--- config.mk ---
export PLATFORM = sky130hd
export DESIGN_NAME = btn_debounce
export DESIGN_NICKNAME = d
export VERILOG_FILES = /design/src/rtl/btn_pkg.sv /design/src/rtl/btn_sync.sv /design/src/rtl/btn_debounce.sv
export SDC_FILE = /design/constraint.sdc
export NUM_CORES = 1
export LEC_CHECK = 0
export ABC_AREA = 1
export CAP_MARGIN = 20
export CELL_PAD_IN_SITES_DETAIL_PLACEMENT = 1
export CELL_PAD_IN_SITES_GLOBAL_PLACEMENT = 2
export CORE_UTILIZATION = 38
export CTS_BUF_LIST = sky130_fd_sc_hd__clkbuf_16
export DETAILED_ROUTE_END_ITERATION = 6
export PLACE_DENSITY = 0.93
export SYNTH_ARGS = -nofsm -noshare
export SYNTH_HDL_FRONTEND = slang
export SYNTH_HIERARCHICAL = 1
export SYNTH_SLANG_ARGS = --single-unit
--- constraint.sdc ---
create_clock -name clk -period 4.5 [get_ports clk]
set_input_delay 0.9 -clock clk [delete_from_list [all_inputs] [get_ports clk]]
set_output_delay 0.9 -clock clk [all_outputs]
set_load 0.05 [all_outputs]
--- src/rtl/btn_pkg.sv ---
// Shared types and defaults for the push-button conditioning block.
// Cycle constants assume a 27 MHz system clock.
package btn_pkg;

    // Debouncer FSM states
    typedef enum logic [1:0] {
        IDLE        = 2'd0,
        DEB_PRESS   = 2'd1,
        HELD        = 2'd2,
        DEB_RELEASE = 2'd3
    } btn_state_t;

    // 10 ms, 1 s and 250 ms at 27 MHz
    localparam int DEF_DEBOUNCE_CYCLES = 270_000;
    localparam int DEF_LONG_CYCLES     = 27_000_000;
    localparam int DEF_REPEAT_CYCLES   = 6_750_000;

    // Width of a counter that must hold 0 .. max_count-1; never below one bit
    function automatic int cnt_width(input int max_count);
        return (max_count > 1) ? $clog2(max_count) : 1;
    endfunction

endpackage

--- src/rtl/btn_sync.sv ---
// Two-flop synchroniser for an asynchronous pad input.
// Both flops load RESET_VALUE while rst_n is low so the chain starts at a known level.
module btn_sync
    import btn_pkg::*;
#(
    parameter logic RESET_VALUE = 1'b1
) (
    input  logic clk,
    input  logic rst_n,
    input  logic d,
    output logic q
);

    logic meta;

    // Shift the pad level through two flops to settle metastability
    always_ff @(posedge clk or negedge rst_n) begin
        if (!rst_n) begin
            meta <= RESET_VALUE;
            q    <= RESET_VALUE;
        end else begin
            meta <= d;
            q    <= meta;
        end
    end

endmodule

--- src/rtl/btn_debounce.sv ---
// Push-button conditioner: synchronises and debounces an active-low pad,
// then produces a clean level plus single-cycle press, release and long-press
// strobes. Optional auto-repeat strobes while held are enabled by defining
// BTN_DEBOUNCE_REPEAT_EN; without it repeat_pulse is tied low.
// All strobes and btn_level are registered, so a strobe and its level change
// appear on the same clock edge.
module btn_debounce
    import btn_pkg::*;
#(
    parameter int DEBOUNCE_CYCLES = DEF_DEBOUNCE_CYCLES,
    parameter int LONG_CYCLES     = DEF_LONG_CYCLES,
    parameter int REPEAT_CYCLES   = DEF_REPEAT_CYCLES
) (
    input  logic clk,
    input  logic rst_n,
    input  logic btn_in,
    output logic btn_level,
    output logic press_pulse,
    output logic release_pulse,
    output logic long_pulse,
    output logic repeat_pulse
);

    localparam int DEB_W  = cnt_width(DEBOUNCE_CYCLES);
    localparam int HOLD_W = cnt_width(LONG_CYCLES);

    localparam logic [DEB_W-1:0]  DEB_LAST  = DEB_W'(DEBOUNCE_CYCLES - 1);
    localparam logic [HOLD_W-1:0] HOLD_LAST = HOLD_W'(LONG_CYCLES - 1);

    // Elaboration-time sanity checks on the timing parameters
    if (DEBOUNCE_CYCLES < 2) begin : g_bad_debounce
        $error("btn_debounce: DEBOUNCE_CYCLES must be at least 2");
    end
    if (LONG_CYCLES <= DEBOUNCE_CYCLES) begin : g_bad_long
        $error("btn_debounce: LONG_CYCLES must exceed DEBOUNCE_CYCLES");
    end
    if (REPEAT_CYCLES < 1) begin : g_bad_repeat
        $error("btn_debounce: REPEAT_CYCLES must be at least 1");
    end

    logic sync_q;
    logic s_btn;

    btn_state_t        state;
    btn_state_t        state_next;
    logic [DEB_W-1:0]  deb_cnt;
    logic [DEB_W-1:0]  deb_cnt_next;
    logic [HOLD_W-1:0] hold_cnt;
    logic [HOLD_W-1:0] hold_cnt_next;
    logic              long_done;
    logic              long_done_next;
    logic              level_next;
    logic              press_next;
    logic              release_next;
    logic              long_next;

    // The pad idles high (released), so the chain resets to 1
    btn_sync #(
        .RESET_VALUE (1'b1)
    ) u_sync (
        .clk   (clk),
        .rst_n (rst_n),
        .d     (btn_in),
        .q     (sync_q)
    );

    assign s_btn = ~sync_q;

    // FSM, counter and output registers
    always_ff @(posedge clk or negedge rst_n) begin
        if (!rst_n) begin
            state         <= IDLE;
            deb_cnt       <= '0;
            hold_cnt      <= '0;
            long_done     <= 1'b0;
            btn_level     <= 1'b0;
            press_pulse   <= 1'b0;
            release_pulse <= 1'b0;
            long_pulse    <= 1'b0;
        end else begin
            state         <= state_next;
            deb_cnt       <= deb_cnt_next;
            hold_cnt      <= hold_cnt_next;
            long_done     <= long_done_next;
            btn_level     <= level_next;
            press_pulse   <= press_next;
            release_pulse <= release_next;
            long_pulse    <= long_next;
        end
    end

    // Next-state logic: debounce both edges, time the hold, raise strobes
    always_comb begin
        state_next     = state;
        deb_cnt_next   = deb_cnt;
        hold_cnt_next  = hold_cnt;
        long_done_next = long_done;
        level_next     = btn_level;
        press_next     = 1'b0;
        release_next   = 1'b0;
        long_next      = 1'b0;

        case (state)
            IDLE: begin
                if (s_btn) begin
                    state_next   = DEB_PRESS;
                    deb_cnt_next = '0;
                end
            end

            DEB_PRESS: begin
                if (!s_btn) begin
                    state_next = IDLE;
                end else if (deb_cnt == DEB_LAST) begin
                    state_next     = HELD;
                    press_next     = 1'b1;
                    level_next     = 1'b1;
                    hold_cnt_next  = '0;
                    long_done_next = 1'b0;
                end else begin
                    deb_cnt_next = deb_cnt + 1'b1;
                end
            end

            HELD: begin
                if (hold_cnt != HOLD_LAST) begin
                    hold_cnt_next = hold_cnt + 1'b1;
                end
                // long_done keeps a saturated hold_cnt from firing again after a bounce
                if ((hold_cnt == HOLD_LAST) && !long_done) begin
                    long_next      = 1'b1;
                    long_done_next = 1'b1;
                end
                if (!s_btn) begin
                    state_next   = DEB_RELEASE;
                    deb_cnt_next = '0;
                end
            end

            DEB_RELEASE: begin
                if (s_btn) begin
                    state_next = HELD;
                end else if (deb_cnt == DEB_LAST) begin
                    state_next   = IDLE;
                    release_next = 1'b1;
                    level_next   = 1'b0;
                end else begin
                    deb_cnt_next = deb_cnt + 1'b1;
                end
            end

            default: begin
                state_next = IDLE;
            end
        endcase
    end

`ifdef BTN_DEBOUNCE_REPEAT_EN
    localparam int REP_W = cnt_width(REPEAT_CYCLES);
    localparam logic [REP_W-1:0] REP_LAST = REP_W'(REPEAT_CYCLES - 1);

    logic [REP_W-1:0] rep_cnt;

    // Auto-repeat timer: runs in HELD once the long press fired, frozen during release debounce
    always_ff @(posedge clk or negedge rst_n) begin
        if (!rst_n) begin
            rep_cnt      <= '0;
            repeat_pulse <= 1'b0;
        end else if ((state == HELD) && long_done) begin
            if (rep_cnt == REP_LAST) begin
                rep_cnt      <= '0;
                repeat_pulse <= 1'b1;
            end else begin
                rep_cnt      <= rep_cnt + 1'b1;
                repeat_pulse <= 1'b0;
            end
        end else if (state == DEB_RELEASE) begin
            repeat_pulse <= 1'b0;
        end else begin
            rep_cnt      <= '0;
            repeat_pulse <= 1'b0;
        end
    end
`else
    assign repeat_pulse = 1'b0;
`endif

endmodule
# Yosys cells after proc, flatten, opt, wreduce, memory -nomap -nowiden
# Cells that the tools add are included.
# word_totals
output_inout_bits	5
latch_bits	0
romBits	0
elab_cells	70
in_bits	3
n_memories	0
ram_bits	0
reg_bits	53
# op_classes
add_sub_neg	2
eq_ne	16
mul	0
reduce_logical	10
n_shift	0
n_mux	32
bitwise	0
div_mod_pow	0
n_lt_le_gt_ge	0
# ops
op	count
19-bit 2-to-1 mux	5
19-bit one-hot mux with 4 select lines	1
25-bit 2-to-1 mux	3
25-bit one-hot mux with 2 select lines	1
25-bit by 1-bit adder with 25-bit output (second input constant)	1
25-bit equality test (second input constant)	1
25-bit != test (second input constant)	1
19-bit by 1-bit adder with 19-bit output (second input constant)	1
19-bit equality test (second input constant)	1
4-bit AND reduction	4
1-bit 2-to-1 mux	13
2-bit 2-to-1 mux	6
2-bit != test (second input constant)	6
2-bit one-hot mux with 4 select lines	1
5-bit AND reduction	1
2-bit equality test (second input constant)	2
2-bit by 1-bit != test with 1-bit output (second input constant)	2
1-bit one-hot mux with 2 select lines	2
2-bit nonzero test	2
3-bit by 2-bit != test with 1-bit output (second input constant)	1
3-bit != test (second input constant)	1
2-bit by 1-bit equality test with 1-bit output (second input constant)	1
2-bit logical NOT	1
1-bit logical AND	1
1-bit logical NOT	1

# Depth between registers and ports, before layout
# logic_depth
depth_word	4
mapped_depth	10
mapped_depth_nobuf	10

# Cells and area by module
# The synthesis kept the hierarchy.
# modules_own_cells
mod	area_each_um2	instances	cells_per_inst	seq_area_each_um2
btn_debounce	3319.4	1	490	1276.2
btn_sync	52.6	1	2	52.6

# Least setup slack after synthesis
# Ideal clock, no wire load.
# synth_path
kind	register to register
startpoint	reg hold_cnt[0]
endpoint	reg hold_cnt[15]
path_buffers	1
path_slack_ns	2.783
arrival_ns	1.600
required_ns	4.383
setup_ns	0.117
stages_incl_launch_ff	10
period_less_slack_ns	1.717
path_cell_list	dfrtp_1 -> ha_1 -> nand3_2 -> nor2_4 -> nand3_4 -> o21ai_4 -> nand2_4 -> buf_6 -> nand2_1 -> nand2_1
# synth_between
elab_chain_cells	3
elab_cells_between_ends	6
cone_classes	1 x add/sub; 2 x eq/ne; 2 x mux; 1 x reduce/logical
# synth_lines
item	line	text
from (decl)	btn_debounce.sv:48	logic [HOLD_W-1:0] hold_cnt;
from (signal assigned)	btn_debounce.sv:83	hold_cnt <= hold_cnt_next;
25-bit by 1-bit adder with 25-bit output / 25-bit != test (equally long branches)	btn_debounce.sv:127, btn_debounce.sv:126	
25-bit 2-to-1 mux / 2-bit != test (equally long branches)	-	
25-bit one-hot mux with 2 select lines / 4-bit AND reduction (equally long branches)	-	
# Several ways; a longest one is shown, not always the timed one. The select of a mux whose other input is x is not followed.
# A chain may end at the register's enable or synchronous reset.

# Worst setup path in the final report
# layout_path
startpoint	reg hold_cnt[0]
endpoint	reg hold_cnt[14]
# The elaborated chain is that of the path after synthesis.

==> out/results.env <==
SETUP_TNS_NS=0
PIN_COUNT_OF_THE_BIGGEST_NET_ENTERING_GLOBAL_ROUTING=38
POST-ROUTE-PERIOD-UTIL_PCT=54.90
SETUP.WORST_PATH.START_CLASS='flip-flop'
CORE_AREA_MM2=0.008636
FINALCRITICALPERIOD_NS=2.471
FP.DIEH_UM=96.20
P_TOTAL_mW=0.9147
WORST-ENDPOINT-REQUIRED_NS=4.68
FMAX_MHz=404.8
DESIGN.DIE.AREA_MM2=0.009254
GR-TOTAL-OVERFLOW=0
CTS.PATH.MAX_BUFFERS=2
CTSHTREEMAXLEVEL=2
DRTPASS1ITERATIONS=4
POST_ROUTE_CELLS_DRIVE_ABOVE_1_SHARE_PCT=6.048
SYNTH_EDF_COUNT=0
MOSTFREQUENTLAYOUTCELLS='158 x nand2_1, 76 x nor2_1, 68 x nand3_1'
GRT_PASS1_VIAS=3183
SYNTH_SEQ_CELLS=53
LEAKAGE_nW=1.555
YOSYS_MOST_USED_DFF='dfrtp_1'
WIRELENGTH_MM=9.585
GR_USAGE_TOTAL_PCT=23.02
RUN_STATUS='complete, no violations'
ENDPOINT_ARRIVAL_TIME_ON_THE_CRITICAL_PATH_NS=2.65
DP_HPWL_MM=6.952
CTS_RESIZED=0
FINALHOLDVIOLCOUNT=0
N_ANTENNA_CELL=0
CLK_TRANSITION_REPORTED_PATHS_NS=0.08
CTS_NUM_SINKS=53
SETUP.WORST_PATH.CLASS='reg2reg'
IO_PINS=8
GRT_ANTENNA_BEFORE_REPAIR=0
NUMBER_OF_ENDPOINTS_FAILING_SETUP_AT_THE_FINAL_STAGE=0
SETUP.REG_TO_REG.WORST_SLACK_NS=2.03
WORST_HOLD_PATH_TYPE='reg2reg'
CLK_LATENCY_NS=0.29
SYNTH.NET_COUNT=497
AREA_GROWTH_SYN_TO_LAYOUT_PCT=8.126
PORT_BUFFERS=6
WORST_R2R_PATH_DEPTH=8
YS_SEQ_AREA_SHARE_PCT=39.41
MOST_FREQUENT_STANDARD_CELL_IN_THE_LAYOUT_EXCLUDING_FILL_AND_TAP_CELLS='nand2_1'
POWER.DENSITY_mW_PER_MM2=250.9
CTS_HOLD_BUF=0
CTS_TREE='yes'
SETUP.WORST_PATH.END_CLASS='flip-flop'
FP.DIEW_UM=96.20
CTS_ROOT_BUFFER='clkbuf_16'
YS_WARN_COUNT=6
WORST-SLEW-PIN-TRANSITION_NS=0.9134
SYNTH.CELL_AREA_MM2=0.003372
DRT_FIRST_ITER_VIOLATIONS=148
TOTAL_VIAS_IN_THE_FINAL_ROUTE=3147
FINISH.INSTANCE_AREA_MM2=0.003646
FLOORPLAN.INITIALDENSITY_PCT=39.05
DRT.ANTENNA.VIOLATING_NETS=0
WORST_SLEW_MARGIN_RELATIVE_TO_ITS_LIMIT_PCT=39.11
FINALCLOCKSKEW_NS=0.008990
MAXCAPVIOLCOUNT=0
CTS_INSERTED_BUFFERS=5
SYN_AREA_PER_CELL_UM2=6.854
SYNTH.DISTINCT_CELLS=34
CTS_SETUP_BUFFERS=0
ROUTEDWLPERCELL_UM=15.87
SYNTHCELLS=492
ROUTABILITYCONGESTION=0.8830
GRT_FIRST_PASS_WIRELENGTH_MM=16.36
POWER.IR.VDD_WORST_V=0.0001542
VIAS_PER_CELL=5.210
WORSTPATHMAXFANOUT=27
LAYOUT.NETS=500
FRACTION_OF_REGISTERS_WITH_ASYNC_SET_RESET_PCT=100.0
DETAIL_ROUTE.DRC_VIOLATIONS=0
PLACEDINSTANCEAREA_MM2=0.003498
SLEW_VIOLATIONS=0
PLACEMENTROWS=34
HOLDPATHSTAGES=0
RSZ0062_AT_GRT='false'
kinds of logic (layout without fill, tap and decap cells):
| kind of cell | after synthesis | in the layout | share of synthesized area [%] |
|---|---|---|---|
| other | 1 | 1 | 0.1112 |
| AND/OR/NAND/NOR | 335 | 335 | 43.34 |
| flip-flops | 53 | 53 | 39.41 |
| adder cells (fa/ha/maj) | 2 | 2 | 0.7420 |
| buffers and inverters | 56 | 60 | 7.236 |
| XOR/XNOR | 16 | 16 | 4.156 |
| AO/OA/AOI/OAI | 29 | 29 | 5.010 |
sequential cells by signal, summed over array words and instances (netlist names), named ones only:
register and count:
u_sync/meta 1, release_pulse 1, deb_cnt 19, press_pulse 1, long_done 1, long_pulse 1
btn_level 1, hold_cnt 25, state 1, u_sync/q 1
stage by stage:
stage	std cells	worst slack (ns)	utilization, %	hold WS [ns]
2_1_floorplan	492	2.783	-	0.3452
3_3_place_gp	596	2.089	40.51	0.3473
3_5_place_dp	596	2.052	40.51	0.3482
4_1_cts	604	2.040	42.22	0.3596
5_1_grt	604	1.824	42.22	0.3677
6_report	604	2.029	42.22	0.3577
routing by layer:
metal	share of wire [%]	routed length, µm	global-route usage, %	vias to the layer above
li1	-	-	-	1564
met4	0.52	50	3.234	0
met5	0	0	0	-
met2	45	4302	35.87	35
met3	3.0	283	3.555	4
met1	52	4949	34.10	1544
worst paths after layout:
check,start,to
setup / recovery,hold_cnt[0]$_DFFE_PN0P_,hold_cnt[14]$_DFFE_PN0P_
hold / removal,u_sync/meta$_DFF_PN1_,u_sync/q$_DFF_PN1_
setup reg to reg,hold_cnt[0]$_DFFE_PN0P_,hold_cnt[14]$_DFFE_PN0P_
hold reg to reg,u_sync/meta$_DFF_PN1_,u_sync/q$_DFF_PN1_
max in group asynchronous,rst_n,hold_cnt[11]$_DFFE_PN0P_
min in group asynchronous,rst_n,hold_cnt[23]$_DFFE_PN0P_
critical path, cell delays in order, from the launching register on:
cell	delay, ns
dfrtp_1	0.42
ha_1	0.31
nand3_2	0.15
nor2_4	0.19
nand3_4	0.11
o21ai_4	0.66
nand2_4	0.27
nand2_1	0.16
nand2_1	0.07
report_power, final:
group	total, mW	switching [mW]	internal (mW)
registers	0.488	0.00682	0.481
clock network	0.396	0.188	0.208
logic	0.0312	0.0247	0.00656
cell usage after synthesis (4+ instances only):
library cell,n,area (µm²)
nand2_1,158,593.1
nor2_1,76,285.3
nand3_1,68,340.3
dfrtp_1,51,1276
inv_1,41,153.9
o21ai_0,14,70.07
nand4_1,11,68.82
xor2_1,10,87.58
o21ai_1,8,40.04
buf_2,6,30.03
nor3_1,6,30.03
xnor2_1,6,52.55
o21bai_1,4,30.03
layout make-up:
| class | count | area, µm² |
|---|---|---|
| fillers | 1137 | 4990 |
| multi-input cells | 383 | 1799 |
| flip-flops and latches | 53 | 1329 |
| inverters | 44 | 165.2 |
| well taps | 108 | 135.1 |
| clock buffers | 5 | 125.1 |
| repair buffers | 8 | 70.07 |
| clock inverters | 3 | 22.52 |
Note: power is estimated with default switching activity, not from simulation.
